==> src/rtl/dfu_flash_sequencer.sv <==
// DFU block sequencer: turns DNLOAD/UPLOAD block transactions into page-granular
// requests for the USB SPI flash bridge, with write-completion tracking and an upload skid FIFO.
module dfu_flash_sequencer #(
  parameter int          PAGE_SIZE  = 256,
  parameter logic [15:0] BASE_PAGE  = 16'h0200,
  parameter logic [15:0] NUM_PAGES  = 16'h0400,
  parameter int          FIFO_DEPTH = 4
) (
  input  logic        clk,
  input  logic        reset,
  input  logic        dn_start,
  input  logic [15:0] dn_block,
  input  logic [8:0]  dn_length,
  input  logic [7:0]  dn_data,
  input  logic        dn_valid,
  output logic        dn_ready,
  input  logic        up_start,
  input  logic [15:0] up_block,
  input  logic [8:0]  up_length,
  output logic [7:0]  up_data,
  output logic        up_valid,
  input  logic        up_ready,
  output logic        busy,
  output logic        done,
  output logic        error,
  output logic [15:0] flash_address,
  output logic        flash_rd_request,
  output logic        flash_rd_data_free,
  input  logic        flash_rd_data_put,
  input  logic [7:0]  flash_rd_data,
  output logic        flash_wr_request,
  input  logic        flash_wr_busy,
  output logic        flash_wr_data_avail,
  input  logic        flash_wr_data_get,
  output logic [7:0]  flash_wr_data
);

  localparam logic [2:0] S_IDLE      = 3'd0;
  localparam logic [2:0] S_WR_STREAM = 3'd1;
  localparam logic [2:0] S_WR_WAIT   = 3'd2;
  localparam logic [2:0] S_RD_STREAM = 3'd3;
  localparam logic [2:0] S_RD_DRAIN  = 3'd4;

  localparam int              PW           = $clog2(FIFO_DEPTH);
  localparam int              CW           = $clog2(FIFO_DEPTH + 1);
  localparam logic [8:0]      LP_PAGE_SIZE = 9'(PAGE_SIZE);
  localparam logic [CW-1:0]   LP_FREE_MAX  = CW'(FIFO_DEPTH - 2);
  localparam logic [CW-1:0]   LP_FULL      = CW'(FIFO_DEPTH);

  logic [2:0]    r_state;
  logic [8:0]    r_length;
  logic [8:0]    r_byte_count;
  logic [15:0]   r_address;
  logic          r_done;
  logic          r_error;
  logic          r_wr_request;
  logic          r_rd_request;
  logic          r_busy_seen;
  logic [2:0]    r_wait_cnt;
  logic [7:0]    r_fifo_mem [FIFO_DEPTH];
  logic [PW-1:0] r_wr_ptr;
  logic [PW-1:0] r_rd_ptr;
  logic [CW-1:0] r_fifo_count;

  logic w_wr_stream;
  logic w_wr_avail;
  logic w_wr_get;
  logic w_fifo_empty;
  logic w_fifo_full;
  logic w_put;
  logic w_put_bad;
  logic w_push;
  logic w_pop;
  logic w_dn_bad;
  logic w_up_bad;

  assign w_wr_stream  = (r_state == S_WR_STREAM);
  assign w_wr_avail   = w_wr_stream && dn_valid && (r_byte_count < r_length);
  assign w_wr_get     = w_wr_avail && flash_wr_data_get;
  assign w_fifo_empty = (r_fifo_count == '0);
  assign w_fifo_full  = (r_fifo_count == LP_FULL);
  assign w_put        = flash_rd_data_put && ((r_state == S_RD_STREAM) || (r_state == S_RD_DRAIN));
  // A put past the requested length or into a full FIFO is dropped and flagged.
  assign w_put_bad    = w_put && ((r_byte_count >= r_length) || w_fifo_full);
  assign w_push       = w_put && !w_put_bad;
  assign w_pop        = !w_fifo_empty && up_ready;
  assign w_dn_bad     = (dn_length > LP_PAGE_SIZE) || (dn_block >= NUM_PAGES);
  assign w_up_bad     = (up_length == 9'd0) || (up_length > LP_PAGE_SIZE) || (up_block >= NUM_PAGES);

  assign dn_ready            = w_wr_get;
  assign flash_wr_data_avail = w_wr_avail;
  assign flash_wr_data       = w_wr_stream ? dn_data : 8'd0;
  assign flash_wr_request    = r_wr_request;
  assign flash_rd_request    = r_rd_request;
  assign flash_rd_data_free  = (r_state == S_RD_STREAM) && (r_fifo_count <= LP_FREE_MAX) &&
                               (r_byte_count < r_length);
  assign flash_address       = r_address;
  assign up_valid            = !w_fifo_empty;
  assign up_data             = w_fifo_empty ? 8'd0 : r_fifo_mem[r_rd_ptr];
  assign busy                = (r_state != S_IDLE);
  assign done                = r_done;
  assign error               = r_error;

  // NOTE: storage carries no reset; the pointers and count alone define what is valid.
  always_ff @(posedge clk) begin
    if (w_push) r_fifo_mem[r_wr_ptr] <= flash_rd_data;
  end

  always_ff @(posedge clk) begin
    if (reset) begin
      r_wr_ptr     <= '0;
      r_rd_ptr     <= '0;
      r_fifo_count <= '0;
    end else begin
      if (w_push) r_wr_ptr <= r_wr_ptr + PW'(1);
      if (w_pop)  r_rd_ptr <= r_rd_ptr + PW'(1);
      case ({w_push, w_pop})
        2'b10:   r_fifo_count <= r_fifo_count + CW'(1);
        2'b01:   r_fifo_count <= r_fifo_count - CW'(1);
        default: r_fifo_count <= r_fifo_count;
      endcase
    end
  end

  // NOTE: all state updates use non-blocking assignment so every branch sees pre-edge values.
  always_ff @(posedge clk) begin
    if (reset) begin
      r_state      <= S_IDLE;
      r_length     <= '0;
      r_byte_count <= '0;
      r_address    <= '0;
      r_done       <= 1'b0;
      r_error      <= 1'b0;
      r_wr_request <= 1'b0;
      r_rd_request <= 1'b0;
      r_busy_seen  <= 1'b0;
      r_wait_cnt   <= '0;
    end else begin
      r_done <= 1'b0;
      if (w_put_bad) r_error <= 1'b1;
      case (r_state)
        S_IDLE: begin
          if (dn_start) begin
            if (dn_length == 9'd0) begin
              r_error <= 1'b0;
              r_done  <= 1'b1;
            end else if (w_dn_bad) begin
              r_error <= 1'b1;
              r_done  <= 1'b1;
            end else begin
              r_address    <= BASE_PAGE + dn_block;
              r_length     <= dn_length;
              r_byte_count <= '0;
              r_error      <= 1'b0;
              r_wr_request <= 1'b1;
              r_state      <= S_WR_STREAM;
            end
          end else if (up_start) begin
            if (w_up_bad) begin
              r_error <= 1'b1;
              r_done  <= 1'b1;
            end else begin
              r_address    <= BASE_PAGE + up_block;
              r_length     <= up_length;
              r_byte_count <= '0;
              r_error      <= 1'b0;
              r_rd_request <= 1'b1;
              r_state      <= S_RD_STREAM;
            end
          end
        end
        S_WR_STREAM: begin
          if (w_wr_get) begin
            r_byte_count <= r_byte_count + 9'd1;
            if (r_byte_count + 9'd1 == r_length) begin
              r_wr_request <= 1'b0;
              r_busy_seen  <= 1'b0;
              r_wait_cnt   <= '0;
              r_state      <= S_WR_WAIT;
            end
          end
        end
        S_WR_WAIT: begin
          // The bridge must show busy within eight cycles or the program is deemed lost.
          if (flash_wr_busy) begin
            r_busy_seen <= 1'b1;
          end else if (r_busy_seen) begin
            r_done  <= 1'b1;
            r_state <= S_IDLE;
          end else if (r_wait_cnt == 3'd7) begin
            r_error <= 1'b1;
            r_done  <= 1'b1;
            r_state <= S_IDLE;
          end else begin
            r_wait_cnt <= r_wait_cnt + 3'd1;
          end
        end
        S_RD_STREAM: begin
          if (w_push) begin
            r_byte_count <= r_byte_count + 9'd1;
            if (r_byte_count + 9'd1 == r_length) begin
              r_rd_request <= 1'b0;
              r_state      <= S_RD_DRAIN;
            end
          end
        end
        S_RD_DRAIN: begin
          if (w_fifo_empty) begin
            r_done  <= 1'b1;
            r_state <= S_IDLE;
          end
        end
        default: r_state <= S_IDLE;
      endcase
    end
  end

endmodule

==> config.mk <==
export PLATFORM = sky130hd
export DESIGN_NAME = dfu_flash_sequencer
export DESIGN_NICKNAME = d
export VERILOG_FILES = /design/src/rtl/dfu_flash_sequencer.sv
export SDC_FILE = /design/constraint.sdc
export NUM_CORES = 1
export LEC_CHECK = 0
export ABC_AREA = 1
export BUFFER_PORTS_ARGS = -buffer_cell sky130_fd_sc_hd__buf_2
export CAP_MARGIN = 20
export CORE_MARGIN = 2
export CORE_UTILIZATION = 45
export CTS_CLUSTER_DIAMETER = 150
export DETAILED_ROUTE_END_ITERATION = 10
export PLACE_DENSITY = 0.79
export RECOVER_POWER = 25
export SLEW_MARGIN = 5
export SYNTH_ARGS = -nofsm -noshare
export SYNTH_HDL_FRONTEND = slang
export SYNTH_SLANG_ARGS = --single-unit
==> constraint.sdc <==
create_clock -name clk -period 2.5 [get_ports clk]
set_input_delay 0.5 -clock clk [delete_from_list [all_inputs] [get_ports clk]]
set_output_delay 0.5 -clock clk [all_outputs]
set_load 0.03 [all_outputs]
==> impl_results.md, run 1 <==
- ANT cells: 0
- Clock sink count: 86
- Post-Place Setup Slack: 0.03690 ns
- Critical path type: flop to output pin
- Fin crit share: 97.27%
- Cell total after placement: 867
- Final antenna-violating net count: 0
- Critical Path Source Type: flop
- CP required: 2.00 ns
- Worst clock skew: 0.01072 ns
- Gate Count Post-Synth: 616
- Worst skew pair latency: 0.37 ns
- Yosys cell types: 39
- Psw: 2.298 mW
- Slew at the pin with the worst max-slew slack: 0.6571 ns
- Pwr dens: 916.9 nW/µm²
- Warnings from Yosys: 0
- Antenna violations before repair: 0
- Via count: 4657
- Cts bufs inserted: 9
- Final core occ: 59.93%
- Sequential area share after synthesis: 44.38%
- Drt pass-1 iters: 7
- Overall Global Routing Usage: 22.20%
- Hold_buf cts: 0
- CTS tree: done
- Unrepaired setup endpoints after global routing: true
- Internal power: 3.123 mW
- PortBufs: 115
- Clock root cell: clkbuf_8
- Cell Area, Synth: 4601 µm²
- Static Leak: 2.661 nW
- Adder and majority cell fraction of the synthesized area: 5.330%
- Clk network pwr share: 20.7%
- Setup WS post-layout: 0.06831 ns
- NumNets Final: 848
- Global route total overflow: 0
- Post-synth top area share: 23.50%
- Reg2reg end: r_fifo_count[1]
- RR Startpoint: r_length[4]
- Initial Utilization: 46.64%
- Final setup vio count: 0
- Flop pwr share: 32.8%
- Async S/R FF share, synth: 0%
- Placer Congestion: 0.9479
- Ports: 116
- WHS Endpoint: r_fifo_mem[2][3]
- Post-DR vias/cell: 5.221
- Status: complete, no violations
- Drc violations: 0
- Clock period minus worst slack: 2.432 ns
- Pins Over Slew Limit: 0
- Synth Area in Simple Gates: 29.05%
- Number of global-route vias before repair: 4424
- Post-synthesis compound-gate area fraction: 12.62%
- Final hold vios: 0
- Register bit total from synthesis: 86
- WL final: 12540 µm
- Syn nets: 710
- Dpl hpwl: 9142 µm
- First-pass GRT wire length: 19690 µm
- Post-synthesis mux area share: 0%
- Fmax: 411.2 MHz
- Hold WC Path Type: input port to flop
- Most frequent cells after synthesis: nand2_1 (134), nor2_1 (120), inv_1 (67)
- H-tree depth: 3
- R2R cell count: 17
- Synth top area cells: dfxtp_1 (23%), edfxtp_1 (21%), nand2_1 (11%)
- Crit path capture type: output pin
- Core Area: 9864 µm²
- Switching part of the total: 42.39%
- Max-Cap Viols: 0
- Clk slew on worst S/H paths: 0.09 ns
- Worst hold path startpoint: flash_rd_data[3]
- Main combinational cell family by area after synthesis: simple AND/OR/NAND/NOR gates
- Post-synth EDFFs: 32
- Comb power frac: 46.5%
- WL/cell: 14.06 µm
- Die X: 105.1 µm
- Yosys top cell by area: dfxtp_1
- Fillers: 870
- Worst-path fanout max: 4
- Relative slew slack: 55.82%
- Synth Flop Type: dfxtp_1
- Cell with the most instances after synthesis: nand2_1
- Xor-xnor portion of the synthesized cell area: 0.7615%
- VDD IR-drop max: 0.4254 mV
- Total Power: 5.420 mW
- Setup slack, reg-to-reg: 0.07 ns
- Share of cells above drive strength 1: 27.54%
- Largest net degree at the start of global routing: 28
- Arrival time at the worst endpoint: 1.93 ns
- Die Ht: 105.1 µm
- Count of non-filler cells in the finished layout: 892
- Drt first-iter violations: 188
- Clock buffer depth: 2
- Mean Syn Cell Area: 7.469 µm²
- Hold depth: 1
- Layout area overhead: 28.50%
- Fin Hold WS: 0.3864 ns
- Die area: 11050 µm²
- Row cnt: 36
- Crit path launch: r_length[4]
-- cell type report --
type	instances	area, µm²	share of cell area, %
timing repair buffer	146	817.0	13.82
tap	133	166.4	2.815
multi-input combinational	438	2361	39.94
sequential	86	2064	34.92
clock inverter	7	101.3	1.714
clock buffer	9	123.9	2.095
inverter	73	277.8	4.698
-- critical path: stages (launching register included) --
cell and delay, ns:
dfxtp_2 0.34, inv_2 0.05, ha_4 0.21, nand2_1 0.07, inv_1 0.06, nand2_1 0.07, nand2_1 0.05, nand2_1 0.07
nand3_2 0.10, buf_6 0.15, nor3_4 0.19, buf_4 0.21
-- per-stage QoR --
stage               setup TNS [ns]  cell area, µm²
finish                           0            5912
global route              -0.08323            5912
CTS                       -0.02572            5715
detailed placement               0            5426
global placement                 0            5426
floorplan                        0            4607
-- cells by family (layout without fill, tap and decap cells) --
| group | count (synthesis) | in the layout |
|---|---|---|
| and+or+nand+nor | 318 | 318 |
| adders and majority gates | 19 | 19 |
| buffers and inverters | 92 | 235 |
| AOI/OAI and AO/OA | 97 | 97 |
| DFF | 86 | 86 |
| xor gates and xnor gates | 4 | 4 |
-- cells in the final DEF, fill, tap and decap left out, drive strengths merged, types with 3 or more instances in the layout --
cell,netlist,layout
o21ai,33,33
nor2,123,123
dfxtp,54,54
ha,18,18
inv,70,74
nor3,8,8
clkbuf,13,17
buf,6,138
a311oi,17,17
nand4,9,9
clkinv,3,4
nand2,134,134
xor2,3,3
a21oi,36,36
nand3,39,39
edfxtp,32,32
-- routing by layer --
metal | track usage [%] | vias up | wire [µm]
met1 | 24.85 | 2139 | 4938
li1 | - | 2307 | -
met3 | 5.240 | 19 | 918
met5 | 0 | - | 0
met2 | 40.86 | 192 | 6498
met4 | 7.810 | 0 | 186
-- flip-flops by register name, indices dropped and copies added, names as in the netlist, named ones only --
| name | count |
|---|---|
| r_wr_ptr | 2 |
| flash_wr_request | 1 |
| flash_rd_request | 1 |
| r_byte_count | 9 |
| done | 1 |
| r_wait_cnt | 3 |
| error | 1 |
| r_busy_seen | 1 |
| r_fifo_mem | 32 |
| flash_address | 16 |
| r_fifo_count | 3 |
| r_state | 3 |
| r_length | 9 |
| r_rd_ptr | 2 |
-- power by group through the flow --
stage,clock network (mW),logic [mW],registers (mW)
2_1_floorplan,0,1.59,1.77
3_3_place_gp,0,2.15,1.75
3_5_place_dp,0,2.23,1.76
4_1_cts,1.13,2.34,1.73
5_1_grt,1.18,2.80,1.79
6_report,1.12,2.52,1.78
-- worst max path at each step --
stage                    endpoint  slack [ns]  cells after the start
3_3_place_gp      r_fifo_count[2]        0.15                     15
2_1_floorplan     r_fifo_count[1]       0.005                     14
6_report                 dn_ready        0.07                     11
5_1_grt           r_fifo_count[1]       -0.07                     15
3_5_place_dp      r_fifo_count[1]        0.04                     14
4_1_cts        flash_rd_data_free       -0.03                     11
-- what timing repair did --
| action | CTS | global route |
|---|---|---|
| buffers inserted | 4 | 5 |
| endpoints found under the setup margin | 3 | 6 |
| gates resized for setup | 13 | 42 |
| pin swaps | 2 | 21 |
No activity file was read; power rests on OpenSTA's default activity.
==> run 2: changes to the inputs <==
PLACE_DENSITY = 0.69   (was 0.79)
clock period = 2.25 ns   (was 2.5 ns; I/O delays follow)
==> run 2 against run 1 <==
Effect of this change:
- the flow now finishes with violations (setup timing)
- first-iteration DRC count grew 28%
- largest cell class unchanged
- total power grew 21%
- clock power shrank 4%
- register-to-register slack lost 0.21 ns
- sequential share of layout area shrank 1.4 points
- routed wire length shrank 0.73%
- final area grew 4.5%
- hold slack lost 0.040 ns
- sequential cell count is the same
- global-route usage grew 0.066 points
- highest routed layer unchanged
- worst setup slack lost 0.21 ns
==> impl_results.md, run 2 (same netlist as run 1, synthesis figures left out) <==
- Status: finished, violations left
- Failing checks: setup timing
- Psw: 2.816 mW
- Final core occ: 62.61%
- Final hold vios: 0
- Comb power frac: 53.6%
- Critical Path Source Type: flop
- Max FFs per register: 32
- Ports: 116
- Fillers: 867
- Die Ht: 105.1 µm
- R2R cell count: 16
- Number of global-route vias before repair: 4441
- Switching part of the total: 43.07%
- WL/cell: 13.79 µm
- Fmax: 417.6 MHz
- PortBufs: 115
- Share of cells above drive strength 1: 31.43%
- Drt pass-1 iters: 5
- Worst skew pair latency: 0.36 ns
- First-pass GRT wire length: 19790 µm
- Worst clock skew: 0.01283 ns
- Dpl hpwl: 9025 µm
- Critical path type: flop to flop
- Hold WC Path Type: input port to flop
- CTS tree: done
- Setup WS post-layout: -0.1445 ns
- CP required: 2.51 ns
- Slew at the pin with the worst max-slew slack: 0.4315 ns
- Clock sink count: 86
- Die X: 105.1 µm
- Relative slew slack: 71.06%
- Overall Global Routing Usage: 22.27%
- Setup slack, reg-to-reg: -0.14 ns
- Post-Place Setup Slack: -0.07507 ns
- Die area: 11050 µm²
- Final setup vio count: 14
- VDD IR-drop max: 0.5442 mV
- Most frequent cells in the layout: nand2_1 (125), nor2_1 (112), buf_2 (101)
- ANT cells: 0
- Core Area: 9864 µm²
- Drc violations: 0
- Most common cell after layout, fill and taps aside: nand2_1
- Placer Congestion: 0.8930
- Fin crit share: 106.4%
- Initial Utilization: 46.64%
- Row cnt: 36
- Crit path capture type: flop
- Post-DR vias/cell: 5.132
- Pins Over Slew Limit: 0
- Max-Cap Viols: 0
- Cts bufs inserted: 9
- Antenna violations before repair: 0
- CP endpoint: r_fifo_count[2]
- Largest Register: r_fifo_mem
- Clk slew on worst S/H paths: 0.10 ns
- Clk network pwr share: 16.3%
- Flop pwr share: 30.0%
- Global route total overflow: 0
- Internal power: 3.723 mW
- Arrival time at the worst endpoint: 2.65 ns
- Final antenna-violating net count: 0
- Layout area overhead: 34.24%
- Worst-path fanout max: 2
- Pwr dens: 1059 nW/µm²
- Largest net degree at the start of global routing: 27
- Hold_buf cts: 0
- Crit path launch: r_length[6]
- Clock buffer depth: 2
- Clock root cell: clkbuf_8
- Static Leak: 2.733 nW
- Clock period minus worst slack: 2.394 ns
- RR Startpoint: r_length[6]
- Via count: 4634
- Reg2reg end: r_fifo_count[2]
- Drt first-iter violations: 240
- NumNets Final: 859
- Unrepaired setup endpoints after global routing: true
- WL final: 12450 µm
- H-tree depth: 3
## run 2: area by class of cell
type	count	area, µm²	area share, %
Multi-Input combinational cell	438	2482	40.19
Clock buffer	10	137.6	2.229
Clock inverter	6	53.80	0.8712
Timing Repair Buffer	157	987.2	15.98
Inverter	73	277.8	4.498
Sequential cell	86	2071	33.53
Tap cell	133	166.4	2.694
## run 2: worst min path at each step
stage	startpoint	end	slack (ns)	depth (start not counted)
3_5_place_dp	flash_address[12]	flash_address[12]	0.44	2
4_1_cts	flash_rd_data[7]	r_fifo_mem[1][7]	0.29	1
2_1_floorplan	r_rd_ptr[1]	flop	0.44	2
5_1_grt	flash_rd_data[0]	r_fifo_mem[2][0]	0.33	1
3_3_place_gp	flash_address[13]	flash_address[13]	0.44	2
6_report	up_block[2]	flash_address[2]	0.35	3
## run 2: per-stage QoR
stage	hold WS (ns)	cells	cell area (µm²)	total power [mW]	TNS (ns)
finish	0.3462	903	6176	6.539	-1.191
global route	0.3317	903	6176	6.985	-2.711
CTS	0.2869	898	5992	6.049	-0.4597
detailed placement	0.4421	875	5668	4.790	-0.1506
global placement	0.4355	875	5668	4.723	0
floorplan	0.4372	616	4763	3.935	-0.02270
## run 2: routing by layer
| layer | global-route usage (%) | wire, µm | part of all wire, % |
|---|---|---|---|
| met3 | 6.238 | 903 | 7.3 |
| met1 | 25.39 | 5140 | 41 |
| met2 | 39.61 | 6194 | 50 |
| met5 | 0 | 0 | 0 |
| met4 | 8.000 | 212 | 1.7 |
## run 2: power groups by stage
stage	Sequential [mW]	Clock (mW)	Combinational, mW
floorplan	2.02	0	1.92
global placement	1.98	0	2.75
detailed placement	1.99	0	2.80
CTS	1.95	1.09	3.01
global route	1.98	1.15	3.85
finish	1.96	1.07	3.51
## run 2: what timing repair did
action                     4_1_cts  5_1_grt
setup endpoints to repair        7       62
pin swaps                        8       10
setup buffers                    7        6
gates resized for setup         22       29
cloned                           0        2
## run 2: critical path, cell delays in order, from the launching register on
cell and delay [ns]:
dfxtp_2 0.34, inv_2 0.05, ha_4 0.29, nand2_4 0.06, nor2_4 0.11, nand4_1 0.14
nand3_4 0.12, buf_4 0.12, nor3_4 0.04, clkinv_2 0.07, ha_4 0.13, inv_4 0.03
fa_2 0.35, a21oi_2 0.15, o21ai_1 0.11, o21ai_1 0.12, a21oi_1 0.06
